===== config.mk =====
export PLATFORM = sky130hd
export DESIGN_NAME = keypad_number_entry
export DESIGN_NICKNAME = d
export VERILOG_FILES = /design/src/rtl/keypad_number_entry.sv
export SDC_FILE = /design/constraint.sdc
export NUM_CORES = 1
export LEC_CHECK = 0
export CAP_MARGIN = 20
export CORE_ASPECT_RATIO = 0.6
export CORE_MARGIN = 10
export CORE_UTILIZATION = 30
export DETAILED_ROUTE_END_ITERATION = 8
export SLEW_MARGIN = 10
export SYNTH_ARGS = -nofsm -noshare
export SYNTH_HDL_FRONTEND = slang
export SYNTH_SLANG_ARGS = --single-unit

===== constraint.sdc =====
create_clock -name clk -period 2.8 [get_ports clk]
set_input_delay 0.7 -clock clk [delete_from_list [all_inputs] [get_ports clk]]
set_output_delay 0.7 -clock clk [all_outputs]
set_load 0.05 [all_outputs]

===== src/rtl/keypad_number_entry.sv =====
// Assembles keypad digit presses into a BCD number with backspace/clear/enter and
// hands the committed number downstream over a valid/ready handshake.
module keypad_number_entry #(
  parameter int DIGITS = 4
) (
  input  logic                  clk,
  input  logic                  rst,
  input  logic [15:0]           key_edge,
  input  logic                  out_ready,
  output logic                  out_valid,
  output logic [4*DIGITS-1:0]   out_bcd,
  output logic [4*DIGITS-1:0]   buf_bcd,
  output logic [3:0]            digit_cnt,
  output logic                  busy,
  output logic                  err
);

  localparam int BW = 4 * DIGITS;

  typedef enum logic {S_ENTRY, S_HOLD} state_t;

  state_t          r_state, w_state_next;
  logic [BW-1:0]   r_buf, w_buf_next;
  logic [BW-1:0]   r_out_bcd, w_out_bcd_next;
  logic [3:0]      r_cnt, w_cnt_next;
  logic            r_valid, w_valid_next;
  logic            r_err, w_err_next;

  logic            w_multi;
  logic            w_is_digit;
  logic [3:0]      w_digit;

  // Clearing the lowest set bit leaves something only when two or more keys fired together.
  assign w_multi    = (key_edge & (key_edge - 16'd1)) != 16'd0;
  assign w_is_digit = (key_edge[9:0] != 10'd0) && !w_multi;

  always_comb begin
    w_digit = 4'd0;
    for (int i = 0; i < 10; i++) begin
      if (key_edge[i]) w_digit = 4'(i);
    end
  end

  always_comb begin
    w_state_next   = r_state;
    w_buf_next     = r_buf;
    w_cnt_next     = r_cnt;
    w_out_bcd_next = r_out_bcd;
    w_valid_next   = r_valid;
    w_err_next     = 1'b0;

    if (r_state == S_HOLD) begin
      if (key_edge != 16'd0) w_err_next = 1'b1;
      if (r_valid && out_ready) begin
        w_valid_next = 1'b0;
        w_state_next = S_ENTRY;
      end
    end else if (w_multi) begin
      w_err_next = 1'b1;
    end else if (w_is_digit) begin
      if (r_cnt < 4'(DIGITS)) begin
        w_buf_next = (r_buf << 4) | BW'(w_digit);
        w_cnt_next = r_cnt + 4'd1;
      end else begin
        w_err_next = 1'b1;
      end
    end else if (key_edge[10]) begin
      if (r_cnt != 4'd0) begin
        w_buf_next = r_buf >> 4;
        w_cnt_next = r_cnt - 4'd1;
      end else begin
        w_err_next = 1'b1;
      end
    end else if (key_edge[11]) begin
      w_buf_next = '0;
      w_cnt_next = 4'd0;
    end else if (key_edge[12]) begin
      if (r_cnt != 4'd0) begin
        w_out_bcd_next = r_buf;
        w_valid_next   = 1'b1;
        w_buf_next     = '0;
        w_cnt_next     = 4'd0;
        w_state_next   = S_HOLD;
      end else begin
        w_err_next = 1'b1;
      end
    end
    // Keys 13-15 alone fall through with no effect.
  end

  always_ff @(posedge clk) begin
    if (!rst) begin
      r_state   <= S_ENTRY;
      r_buf     <= '0;
      r_cnt     <= 4'd0;
      r_out_bcd <= '0;
      r_valid   <= 1'b0;
      r_err     <= 1'b0;
    end else begin
      r_state   <= w_state_next;
      r_buf     <= w_buf_next;
      r_cnt     <= w_cnt_next;
      r_out_bcd <= w_out_bcd_next;
      r_valid   <= w_valid_next;
      r_err     <= w_err_next;
    end
  end

  assign out_valid = r_valid;
  assign out_bcd   = r_out_bcd;
  assign buf_bcd   = r_buf;
  assign digit_cnt = r_cnt;
  assign busy      = (r_state == S_HOLD);
  assign err       = r_err;

endmodule


==> results of run 1 <==
how the worst max path moves through the flow:
stage / slack (ns) / depth (start not counted) / from / end
after global routing: -0.004 / 10 / key_edge[13] / out_bcd[4]
after global placement: -0.39 / 8 / key_edge[5] / digit_cnt[3]
after CTS: 0.0007 / 9 / key_edge[5] / out_bcd[15]
final: 0.07 / 10 / key_edge[7] / out_bcd[12]
after floorplan: 0.11 / 9 / key_edge[4] / out_bcd[10]
after detailed placement: -0.44 / 9 / key_edge[4] / out_bcd[6]
layout make-up:
type | count | share of cell area, %
Clock buffer | 5 | 3.556
Inverter | 6 | 0.6401
Tap cell | 87 | 3.094
Timing Repair Buffer | 117 | 31.01
Multi-Input combinational cell | 187 | 38.26
Sequential cell | 39 | 22.19
Clock inverter | 3 | 1.245
routing by layer:
metal | share of wire, % | vias to the layer above | track usage (%) | routed length [um]
met3 | 9.1 | 2 | 4.548 | 672
li1 | - | 1131 | - | -
met4 | 0.15 | 0 | 1.423 | 11
met5 | 0 | - | 0 | 0
met2 | 41 | 76 | 18.38 | 3056
met1 | 49 | 1068 | 18.19 | 3635
state kept, by name, indices dropped and copies added, names as in the netlist:
register and flops:
buf_bcd 16, busy 1, digit_cnt 4, err 1, out_bcd 16, out_valid 1
synth_stat cells, drive strengths merged (2+ instances only):
cell,number
or4,3
maj3,2
and4,2
ha,3
or3,2
nor3,7
and2,2
dfxtp,39
a32o,4
o31ai,2
nor2,10
o211ai,2
o21ai,21
and3,3
nor4,7
a21oi,9
nand2,30
nand3,8
inv,6
nand4,2
mux2i,17
clkbuf,6
buf,8
o211a,2
nand2b,3
a31oi,14
nor2b,17
power breakdown:
part | internal [W] | switching (W) | leakage, nW
logic | 0.0000746 | 0.0000735 | 0.922
registers | 0.000556 | 0.000000190 | 0.314
clock network | 0.000420 | 0.000218 | 0.0838
total | 0.00105 | 0.000292 | 1.32
cell usage in the layout (no fill, tap or decap), types with 3 or more instances in the layout:
cell type / Yosys / final
o21ai_0: 15 / 15
nor2_1: 10 / 9
a31oi_1: 14 / 14
ha_1: 3 / 3
nor2b_1: 17 / 17
nand3_1: 8 / 8
a21oi_1: 9 / 9
nand2_1: 30 / 29
inv_1: 6 / 6
nor4_4: 2 / 4
a32o_1: 4 / 4
clkbuf_2: 0 / 3
nor3_1: 7 / 5
clkbuf_16: 0 / 6
mux2i_1: 17 / 16
buf_4: 2 / 54
clkdlybuf4s50_1: 0 / 48
buf_12: 1 / 3
dfxtp_1: 39 / 39
o21ai_1: 4 / 4
stage by stage:
step	setup slack [ns]	power, W
floorplan	0.1055	0.0006216
global placement	-0.3897	0.0007003
detailed placement	-0.4358	0.0007018
CTS	0.0007354	0.001342
global route	-0.003950	0.001389
finish	0.06619	0.001342
kinds of logic after synthesis:
group	share of synthesized area, %
adder cells (fa/ha/maj)	2.670
AND/OR/NAND/NOR	26.29
AO/OA/AOI/OAI	21.07
buffers and inverters	5.455
flip-flops	36.22
multiplexers	7.893
XOR/XNOR	0.4063
what timing repair did:
action / 4_1_cts / 5_1_grt
gates cloned: 1 / 1
pin swaps: 10 / 13
gates resized for setup: 19 / 21
setup buffers: 8 / 6
endpoints found under the setup margin: 35 / 34
hold buffers: 0 / 0
worst min-delay path, stage by stage, from the launching register on:
cell and delay (ns):
dfxtp_1 0.33, nand2_1 0.06, a31oi_1 0.07
==> metrics.md, run 1 <==
| Metric | Value |
|---|---|
| Status | finished clean |
| Inserted Clock Buffers | 5 |
| Syn nets | 268 |
| Final estimated routing congestion in global placement | between 0.8 and 0.9 |
| Design area | about 3500 um^2 |
| Setup TNS after final layout | 0 ns |
| Iter 0 DRT Violations | around 130 |
| Hold depth | 2 |
| Final min period | approximately 2.7 ns |
| Tcrit/Tclk final | a little over nine tenths |
| Filler cells | between 600 and 700 |
| Max Clock Freq | between 300 and 400 MHz |
| Post-DRT Antenna Nets | 0 |
| Worst Hold Launch | buf_bcd[12] |
| Syn Inst Count | 246 |
| Placed instance area | between 3000 and 4000 um^2 |
| Layout cells sized above 1 | around a quarter |
| Max_slew headroom | 65.20% |
| Post-layout util | about half |
| CP bufs+invs | 4 |
| Post-synth EDFFs | 0 |
| Vias | about 2.3k |
| Max VDD drop | ~0.00021 V |
| Routed len/inst | approximately 17 um |
| Critical Path End Type | flop |
| Crit path cell chain | buf_6 -> or4_4 -> buf_12 -> o31ai_4 -> o211ai_1 -> nor4_4 -> buf_4 -> clkbuf_16 -> mux2i_1 -> nor2b_1 |
| Top cells by area, synth | dfxtp_1 36%, mux2i_1 7.9%, nand2_1 5.2% |
| N_diodes | 0 |
| Layout Nets | approximately 380 |
| WS Path Type | primary input to flop |
| Starting Density | between 30% and 40% |
| Max incr delay on CP | approximately 0.6 ns |
| Reg2reg setup slack | 0.49 ns |
| Synthesis-to-layout area growth | 63.20% |
| Dominant synthesized flop cell | dfxtp_1 |
| Finished Layout Cells | ~440 |
| Maxcap violations | 0 |
| Setup Skew | about 0.0020 ns |
| Critical path arrival | around 2.9 ns |
| Yosys cell types | 52 |
| Synthesized area per cell | between 8 and 9 um^2 |
| Vias in the first global route | between 2k and 2.5k |
| First-pass detailed-route iteration total | 4 |
| Power per standard cell area | 381.3 nW/um^2 |
| DR DRC count | 0 |
| Top delay family on crit path | simple AND/OR/NAND/NOR gates |
| Site Rows | 23 |
| I/O Pins | 58 |
| DIE AREA | about 11,000 um^2 |
| Dpl hpwl | 5285 um |
| Hold WS | about 0.51 ns |
| First-pass GRT wire length | 11,570 um |
| Yosys top cell by area | dfxtp_1 |
| Clk buf depth | 2 |
| Register area | ~780 um^2 |
| Multi-input gate area | about 1300 um^2 |
| Max FO, Critical Path | 4 |
| DIE HEIGHT | approximately 86 um |
| Async set-reset flop share out of synthesis | 0% |
| Clk sinks | 39 |
| # port buffers | 57 |
| Final setup fails | 0 |
| RSZ-0062 raised after global routing | yes |
| Max-slew violations | 0 |
| Reg-to-Reg End | out_bcd[12] |
| Final Hold Viols | 0 |
| Die Span X | ~130 um |
| Root buffer cell | clkbuf_16 |
| Core area | a little under 7000 um^2 |
| Ys Warns | 0 |
| Post-Syn Area | 2156 um^2 |
| CTS tree | built |
| Worst-Skew Late Latency | ~0.28 ns |
| Initial antenna violation count | 0 |
| Worst Tran Pin Value | between 0.5 and 0.6 ns |
| H-tree Lvls | 2 |
| Leak | 1.320 nW |
| Seq cells post-synth | 39 |
| Via/cell ratio | around 5.1 |
| Clock-pin slew on the worst setup and hold paths | around 0.060 ns |
| Area fraction of the dominant cell type after synthesis | 36.22% |
| Hold Path End | buf_bcd[8] |
| CP max-delay cell | or4_4 |
| Placed instance count | between 400 and 500 |
| CP startpoint kind | primary input |
| GR Util All Layers | between 10% and 20% |
| Register area share after synthesis | 36.22% |
| Worst R2R Path Depth | 10 |
| CP required | roughly 3 ns |
| Largest net degree at the start of global routing | 38 |
| Reg2reg start | digit_cnt[0] |
| Final Routed Wirelength | around 7400 um |
| Remaining global-route overflow | 0 |
| HP Class | flop to flop |
Note: power is estimated with default switching activity, not from simulation.
==> run 2, diff against run 1 <==
Settings changed: TNS_END_PERCENT set to 20.
==> results of run 2 <==
The final DEF is identical to that of run 1; final timing and power are the same.
==> run 3, diff against run 2 <==
Clock period 2.8 ns to 3 ns, I/O delays scaled along.
==> metrics.md, run 3 (synthesis results as in run 1) <==
| Metric | Value |
|---|---|
| DIE HEIGHT | approximately 86 um |
| Largest net degree at the start of global routing | 38 |
| Post-DRT Antenna Nets | 0 |
| Layout Nets | 369 |
| Critical path arrival | 3.14 ns |
| Clk buf depth | 2 |
| Via/cell ratio | about 5.1 |
| Root buffer cell | clkbuf_16 |
| DIE AREA | approximately 11,000 um^2 |
| Max incr delay on CP | about 0.62 ns |
| Maxcap violations | 0 |
| Max Clock Freq | ~340 MHz |
| Post-layout util | 50.50% |
| Status | finished clean |
| Max-slew violations | 0 |
| Critical Path End Type | flop |
| Starting Density | 31.61% |
| Worst Tran Pin Value | around 0.53 ns |
| Final estimated routing congestion in global placement | roughly 0.84 |
| Met1 WL | roughly 3700 um |
| Power per standard cell area | approximately 360 nW/um^2 |
| Register area | approximately 780 um^2 |
| Multi-input gate area | between 1000 and 1500 um^2 |
| DR DRC count | 0 |
| Max_slew headroom | roughly 65% |
| Clk sinks | 39 |
| H-tree Lvls | 2 |
| Max VDD drop | around 0.00019 V |
| Die Span X | 129.4 um |
| Worst Hold Launch | digit_cnt[0] |
| Core area | 6820 um^2 |
| # port buffers | 57 |
| Site Rows | 23 |
| N_diodes | 0 |
| Tcrit/Tclk final | between 90% and 100% |
| Worst-Skew Late Latency | approximately 0.28 ns |
| Filler cells | about 650 |
| Vias | ~2.2k |
| Reg2reg start | digit_cnt[0] |
| CTS tree | built |
| CP required | 3.19 ns |
| Leak | between 1 and 1.5 nW |
| Most frequent cells in the layout | 53 x clkdlybuf4s50_1, 44 x buf_4, 39 x dfxtp_1 |
| First-pass detailed-route iteration total | 4 |
| Final WS setup | 0.04793 ns |
| First-pass GRT wire length | 10,740 um |
| WS Path Type | primary input to flop |
| Max FO, Critical Path | 5 |
| Iter 0 DRT Violations | 259 |
| Synthesis-to-layout area growth | 59.78% |
| Routed len/inst | 16.47 um |
| Leading cell type in the layout, fill and taps excluded | clkdlybuf4s50_1 |
| CTS Hold Bufs | 0 |
| Highest Signal Layer | met4 |
| Dpl hpwl | 5267 um |
| HP Class | flop to flop |
| Setup TNS after final layout | 0 ns |
| Worst setup path startpoint | key_edge[1] |
| Detail Route met3 WL | 649 um |
| Final Hold Viols | 0 |
| Pre-CTS setup slack | -0.2782 ns |
| Crit path cell chain | clkdlybuf4s50_1 -> or4_4 -> o31ai_4 -> o21ai_4 -> or4_1 -> o211a_1 -> o32ai_1 |
| GR Util All Layers | roughly an eighth |
| Initial antenna violation count | 0 |
| Top delay family on crit path | simple AND/OR/NAND/NOR gates |
| CP bufs+invs | 1 |
| Remaining global-route overflow | 0 |
| Final setup fails | 0 |
| Layout cells sized above 1 | 21.84% |
| CP max-delay cell | or4_4 |
| Clock-pin slew on the worst setup and hold paths | about 0.06 ns |
| Met2 wire length | between 2000 and 3000 um |
| Final min period | 2.952 ns |
| I/O Pins | slightly below 60 |
| Setup Skew | ~0.0038 ns |
| CP startpoint kind | primary input |
| Vias in the first global route | between 1.5k and 2k |
| Final Routed Wirelength | just over 7000 um |
| Inserted Clock Buffers | 5 |
-- run 3: changes by cell type in the layout (fill, tap and decap cells not counted), moves of 2 or more --
cell / delta
clkdlybuf4s15_1: -2
dlymetal6s2s_1: +3
clkdlybuf4s50_1: +5
dlygate4sd2_1: -2
clkbuf_2: -3
buf_4: -10
-- run 3: timing repair --
action / 4_1_cts / 5_1_grt
setup endpoints to repair: 1 / 33
resized for setup: 1 / 18
gates cloned: 0 / 2
pin swaps: 0 / 12
buffers inserted: 0 / 6
-- run 3: metal layers --
metal | up-vias | GRT usage [%]
li1 | 1119 | -
met1 | 1031 | 18.06
met2 | 77 | 14.81
met3 | 2 | 4.548
met4 | 0 | 2.134
met5 | - | 0
-- run 3: area by class of cell --
cell class              count  share of cell area, %
inverters                   6                 0.6538
flip-flops and latches     39                  22.67
clock inverters             3                  1.271
well taps                  87                  3.160
clock buffers               5                  3.632
repair buffers            108                  30.15
multi-input cells         187                  38.47
-- run 3: final timing paths --
check                      end  slack, ns  cells past startpoint
setup reg to reg    buf_bcd[5]       0.73                      9
setup / recovery  digit_cnt[3]       0.05                      7
hold / removal    digit_cnt[0]       0.51                      2
hold reg to reg   digit_cnt[0]       0.51                      2
-- run 3: per-stage QoR --
step / hold WS [ns] / power, W / instance area [um^2] / cells
finish: 0.5115 / 0.001248 / 3445 / 435
global route: 0.5459 / 0.001295 / 3445 / 435
CTS: 0.5169 / 0.001255 / 3273 / 427
detailed placement: 0.5072 / 0.0006519 / 3097 / 419
global placement: 0.4975 / 0.0006502 / 3097 / 419
floorplan: 0.7012 / 0.0005801 / 2156 / 246
-- run 3: power breakdown --
| group | switching, W | internal [W] |
|---|---|---|
| clock | 0.000209 | 0.000392 |
| sequential | 0.000000199 | 0.000519 |
| combinational | 0.0000647 | 0.0000640 |
-- run 3: worst min-delay path: cells and delay by family, from the launching register on --
family | cells | cell delay [ns]
DFF | 1 | 0.34
and+or+nand+nor | 1 | 0.06
AOI/OAI and AO/OA | 1 | 0.06
